### src/rtl/arp_data_tx_if.sv
// Byte-stream handshake between the ARP payload transmitter and the frame builder.
// The master drives the byte, valid and last flags. The slave returns ready.
interface arp_data_tx_if;
  logic [7:0] data_out;
  logic       data_valid;
  logic       data_ready;
  logic       data_last;

  modport master (
    output data_out,
    output data_valid,
    output data_last,
    input  data_ready
  );

  modport slave (
    input  data_out,
    input  data_valid,
    input  data_last,
    output data_ready
  );
endinterface

### src/rtl/arp_data_tx.sv
// ARP payload transmitter. On a start strobe it latches the fields, then streams the
// 28-byte ARP payload and PAD_LEN zero bytes, MSB byte first, over a valid/ready handshake.
module arp_data_tx #(
  parameter int unsigned PAD_LEN = 18
) (
  input  logic          aclk,
  input  logic          areset,
  input  logic          arp_tx_start,
  input  logic          arp_oper,
  input  logic [47:0]   mac_s_addr,
  input  logic [31:0]   ip_s_addr,
  input  logic [47:0]   mac_d_addr,
  input  logic [31:0]   ip_d_addr,
  arp_data_tx_if.master tx,
  output logic          arp_tx_busy,
  output logic          arp_tx_done
);

  typedef enum logic [2:0] {
    StIdle,
    StHeader,
    StMacSource,
    StIpSource,
    StMacDestination,
    StIpDestination,
    StPad
  } state_e;

  localparam logic [5:0] PadLast    = 6'(PAD_LEN == 0 ? 0 : PAD_LEN - 1);
  localparam state_e     FinalState = (PAD_LEN == 0) ? StIpDestination : StPad;

  state_e         state_q, state_d, state_next;
  logic [5:0]     cnt_q, cnt_d, cnt_max;
  logic [223:0]   frame_q, frame_d;
  logic           done_q, done_d;
  logic           valid, xfer, state_end;

  // The whole payload is captured at start and shifted out one byte per transfer.
  // Zeros shift in behind it, so the pad bytes and the idle output are zero.
  assign valid     = (state_q != StIdle);
  assign xfer      = valid && tx.data_ready;
  assign state_end = valid && (cnt_q == cnt_max);

  always_comb begin
    cnt_max    = 6'd0;
    state_next = StIdle;
    case (state_q)
      StHeader:         begin cnt_max = 6'd7; state_next = StMacSource;      end
      StMacSource:      begin cnt_max = 6'd5; state_next = StIpSource;       end
      StIpSource:       begin cnt_max = 6'd3; state_next = StMacDestination; end
      StMacDestination: begin cnt_max = 6'd5; state_next = StIpDestination;  end
      StIpDestination:  begin
        cnt_max    = 6'd3;
        state_next = (PAD_LEN == 0) ? StIdle : StPad;
      end
      StPad:            begin cnt_max = PadLast; state_next = StIdle;        end
      default:          begin cnt_max = 6'd0; state_next = StIdle;           end
    endcase
  end

  always_comb begin
    state_d = state_q;
    cnt_d   = cnt_q;
    frame_d = frame_q;
    done_d  = 1'b0;
    if (state_q == StIdle) begin
      if (arp_tx_start) begin
        state_d = StHeader;
        cnt_d   = 6'd0;
        frame_d = {16'h0001, 16'h0800, 8'h06, 8'h04, 14'h0000, arp_oper, ~arp_oper,
                   mac_s_addr, ip_s_addr, (arp_oper ? mac_d_addr : 48'h0), ip_d_addr};
      end
    end else if (xfer) begin
      frame_d = {frame_q[215:0], 8'h00};
      if (state_end) begin
        cnt_d   = 6'd0;
        state_d = state_next;
        done_d  = (state_q == FinalState);
      end else begin
        cnt_d = cnt_q + 6'd1;
      end
    end
  end

  always_ff @(posedge aclk) begin
    if (areset) begin
      state_q <= StIdle;
      cnt_q   <= 6'd0;
      frame_q <= '0;
      done_q  <= 1'b0;
    end else begin
      state_q <= state_d;
      cnt_q   <= cnt_d;
      frame_q <= frame_d;
      done_q  <= done_d;
    end
  end

  assign tx.data_out   = frame_q[223:216];
  assign tx.data_valid = valid;
  assign tx.data_last  = state_end && (state_q == FinalState);
  assign arp_tx_busy   = valid;
  assign arp_tx_done   = done_q;

endmodule

### src/flat_wrapper.sv
// flat-port wrapper written by rule: the top's interface ports become plain ports
module arp_data_tx_flat 
#(
  parameter int unsigned PAD_LEN = 18
)
  (aclk, areset, arp_tx_start, arp_oper, mac_s_addr, ip_s_addr, mac_d_addr, ip_d_addr, arp_tx_busy, arp_tx_done, tx_data_out, tx_data_valid, tx_data_last, tx_data_ready);
  arp_data_tx_if tx_i ();
  input  logic aclk;
  input  logic areset;
  input  logic arp_tx_start;
  input  logic arp_oper;
  input  logic [47:0] mac_s_addr;
  input  logic [31:0] ip_s_addr;
  input  logic [47:0] mac_d_addr;
  input  logic [31:0] ip_d_addr;
  output logic arp_tx_busy;
  output logic arp_tx_done;
  output wire logic [$bits(tx_i.data_out)-1:0] tx_data_out;
  output wire logic [$bits(tx_i.data_valid)-1:0] tx_data_valid;
  output wire logic [$bits(tx_i.data_last)-1:0] tx_data_last;
  input wire logic [$bits(tx_i.data_ready)-1:0] tx_data_ready;
  assign tx_data_out = tx_i.data_out;
  assign tx_data_valid = tx_i.data_valid;
  assign tx_data_last = tx_i.data_last;
  assign tx_i.data_ready = tx_data_ready;
  arp_data_tx #(.PAD_LEN(PAD_LEN)) u_core (.aclk(aclk), .areset(areset), .arp_tx_start(arp_tx_start), .arp_oper(arp_oper), .mac_s_addr(mac_s_addr), .ip_s_addr(ip_s_addr), .mac_d_addr(mac_d_addr), .ip_d_addr(ip_d_addr), .tx(tx_i), .arp_tx_busy(arp_tx_busy), .arp_tx_done(arp_tx_done));
endmodule
### config.mk
export PLATFORM = sky130hd
export DESIGN_NAME = arp_data_tx_flat
export DESIGN_NICKNAME = d
export VERILOG_FILES = /design/src/rtl/arp_data_tx_if.sv /design/src/rtl/arp_data_tx.sv /design/src/flat_wrapper.sv
export SDC_FILE = /design/constraint.sdc
export NUM_CORES = 1
export LEC_CHECK = 0
export CAP_MARGIN = 20
export CORE_ASPECT_RATIO = 1.5
export CORE_MARGIN = 5
export CORE_UTILIZATION = 56
export DETAILED_ROUTE_END_ITERATION = 12
export PLACE_DENSITY_LB_ADDON = 0.3
export SLEW_MARGIN = 10
export SYNTH_ARGS = -nofsm -noshare
export SYNTH_HDL_FRONTEND = slang
export SYNTH_SLANG_ARGS = --single-unit
export TNS_END_PERCENT = 20
### constraint.sdc
create_clock -name aclk -period 4.01 [get_ports aclk]
set_clock_uncertainty 0.05 [all_clocks]
set_input_delay 0.6015 -clock aclk [delete_from_list [all_inputs] [get_ports aclk]]
set_output_delay 0.6015 -clock aclk [all_outputs]
set_load 0.02 [all_outputs]
==> impl_summary.md <==
Synth
In this run, synthesis inferred 0 flip-flops with an integrated enable. The netlist area before placement is 9580 sq um. The top-area cell type share of the netlist area is 48.9%.

The fraction of synthesis flops using an asynchronous set or reset pin is 0%. The area fraction in and, or, nand and nor cells after synthesis is 23.6%. By area the synthesized netlist is led by sky130_fd_sc_hd__dfxtp_1 49%, sky130_fd_sc_hd__a311oi_1 14%, sky130_fd_sc_hd__nand2_1 10%, sky130_fd_sc_hd__nor2_1 9.0%, sky130_fd_sc_hd__a22oi_1 5.1%. A synthesized cell averages 8.13 sq um. For this run, the number of Yosys warnings is 0.

Counting instances in the post-synthesis netlist gives the leading cell types as 267 x sky130_fd_sc_hd__nand2_1, 234 x sky130_fd_sc_hd__dfxtp_1, 229 x sky130_fd_sc_hd__nor2_1. The largest total area in the synthesized netlist belongs to sky130_fd_sc_hd__dfxtp_1. The number of nets produced by synthesis is 1344.

After synthesis, the share of cell area in mux cells is 0%. The register area share after synthesis is 48.9%. The number of different library cells used by synthesis comes to 39. The combinational family with the most area after synthesis is simple AND/OR/NAND/NOR gates.

The post-synthesis cell count is 1178. After Yosys synthesis, full adders, half adders and majority gates account for 0.131% of the synthesized area. In the synthesized netlist the dominant register cell turns out to be sky130_fd_sc_hd__dfxtp_1.

The fraction of the mapped netlist area in compound gates is 20.9%. The synthesized netlist devotes 0.549% of its cell area to XOR and XNOR gates. Synthesis inferred 234 register bits. The most frequent cell after synthesis is sky130_fd_sc_hd__nand2_1.

Finish
The ratio of cells with drive above 1 in the final layout is 4.83%. At the end of the flow, the number of nets in the layout was 1434. Compared with the post-synthesis result, the final layout area differs by 25.6%. The finished cells cover 12000 sq um.

Placed design
During placement, the flow inserted port buffers numbering 176. The wire-length estimate of the detail-placed layout is 15.9 mm. Routability-driven placement finished with a final weighted congestion of 0.860. Once placement finished, the instance area stood at 11200 sq um.

Clock tree
The number of hold buffers added after cts is 0. The count of H-tree levels built during CTS is 1. The clock tree from TritonCTS is yes.

Gates resized during post-CTS repair numbered 0. The setup fix buffers added after clock tree synthesis is 0. Clock latency on the worst-skew pair, taken at its later pin, is 0.50 ns.

In this run, CTS created clock tree buffers numbering 22. The clock net in this run drives a total of 234 sinks. The root cell of the clock tree is sky130_fd_sc_hd__clkbuf_16. The clock passes through at most 3 buffers. The clock input transition at the sequential cells of the worst setup and hold paths is 0.07 ns.

Drt
The count of nets left with antenna violations once routing finished came out at 0. The initial detailed-routing violation count is 749. The number of design rule violations left after detail routing is 0.

The via density per instance is 5.82. The total via count after detailed routing is 8702. In the final routed layout, each cell accounts on average for 16.5 um. The first detailed-routing pass ran for 7 iterations.

For this block, the routed nets add up to 24.6 mm of wire.

Worst setup path
The classification of the worst setup path is flop to primary output. The endpoint class of the critical path is a primary output. The kind of launch point of the worst setup path is a flop.

Data on the critical path is required at its endpoint by 3.36 ns. The minimum setup slack among reg-to-reg paths is 1.02 ns. The highest fanout seen on the critical path is 25. The arrival time at the worst endpoint is 2.84 ns.

Global route
For this run, the total global-route usage over all layers was measured as 23.8%. The initial antenna violation count is 1. Entering global routing, the biggest net connects 96 pins.

The first-pass GRT wire length is 39.1 mm. The remaining global-route overflow is 0. The via count of the first global-routing pass is 8164.

Status
The run finished with clean final reports.

Flow run
The tool flagged a number of max-cap violations equal to 0.

Floorplanning
The number of top-level pins is 177. The die boundary width is 117 um. In this run the core area contains 58 standard-cell rows. The die outline area is 19900 sq um.

For this configuration, the core starts out at a cell density of 56.9%. The total area inside the core boundary comes to 16800 sq um. The height of the chip is 170 um.

Timing
The clock period could shrink to 3.49 ns. Setup repair after global routing left no endpoint under its margin. The worst-margin pin slew is 0.839 ns.

The maximum frequency from static timing analysis is 287 MHz. The final hold violation count is 0. The worst relative slew slack is 44.1%. Of the available clock period, the critical path in the final layout requires 87.0%. The max-slew violation total from the final report came to 0.

The final number of setup-violating endpoints is 0. In the final timing run, aggregate negative setup slack is 0 ns.

Power and ir drop
For this design the ratio of total power to cell area is 738 nW/um^2. Across the VDD grid, the largest voltage drop is 0.518 mV. In this run the static leakage power is 0.00436 uW.

Hold path
The kind of path behind the tightest hold check is flop to flop.
critical path, cell delays in order (launching register included):
cell and delay [ns]:
sky130_fd_sc_hd__dfxtp_1 0.59, sky130_fd_sc_hd__nor3_4 0.10, sky130_fd_sc_hd__inv_4 0.25, sky130_fd_sc_hd__and3_1 0.22
sky130_fd_sc_hd__o21ai_1 0.16, sky130_fd_sc_hd__a21oi_2 0.26, sky130_fd_sc_hd__and2_1 0.16, sky130_fd_sc_hd__clkdlybuf4s50_1 0.59
layout by cell type (no fill, tap or decap), drive strengths merged, types with 6 or more instances in the layout:
| master | n |
|---|---|
| clkbuf | 29 |
| a311oi | 154 |
| a21oi | 7 |
| nand3 | 50 |
| nor2 | 230 |
| nand2 | 267 |
| buf | 17 |
| nor3 | 6 |
| dfxtp | 234 |
| a22oi | 65 |
| clkdlybuf4s50 | 174 |
cells by family after synthesis:
logic type,Yosys count
xor gates and xnor gates,6
and+or+nand+nor,567
buffers and inverters,130
adders and majority gates,1
AOI/OAI and AO/OA,240
DFF,234
path summary, 6_finish.rpt:
kind	to	cells past startpoint	start
max reg2reg	u_core.frame_q[134]$_SDFFE_PP0P_	7	u_core.state_q[0]$_SDFFE_PP0P_
max	tx_data_last	7	u_core.state_q[0]$_SDFFE_PP0P_
min	u_core.frame_q[151]$_SDFFE_PP0P_	2	u_core.frame_q[143]$_SDFFE_PP0P_
min reg2reg	u_core.frame_q[151]$_SDFFE_PP0P_	2	u_core.frame_q[143]$_SDFFE_PP0P_
state kept, by name, indices dropped and copies added, names as in the netlist:
name / flops
u_core.state_q: 3
u_core.cnt_q: 6
u_core.frame_q: 224
u_core.arp_tx_done: 1
metrics by stage:
stage,total power [uW],hold slack [ns],util [%],setup WS [ns],instances
final,8880,0.426,71.5,0.523,1495
after global routing,9500,0.444,71.5,0.379,1495
after CTS,8910,0.428,71.4,0.523,1494
after detailed placement,6590,0.398,66.7,1.03,1454
after global placement,6470,0.393,66.7,1.11,1454
after floorplan,5830,0.382,-,1.76,1178
per-layer routing:
layer / vias to the layer above / part of all wire, % / track usage, %
met5: - / 0 / 0
met4: 0 / 2.7 / 8.38
met3: 51 / 6.1 / 3.88
met2: 257 / 51 / 40.4
met1: 4076 / 40 / 30.3
li1: 4318 / - / -
report_power, final:
group	total (uW)	internal [uW]	switching, uW
logic	3160	1080	2080
clock network	2300	1410	892
registers	3420	3020	402
final cells by class:
class                      count  area (sq um)
clock inverter                11           188
inverter                       5          21.3
multi-input combinational    814          4350
antenna                        1          2.50
clock buffer                  29           618
timing repair buffer         191          1910
fill                        1330          4810
sequential                   234          4680
tap                          210           263
Power figures use the tool's default switching activity.
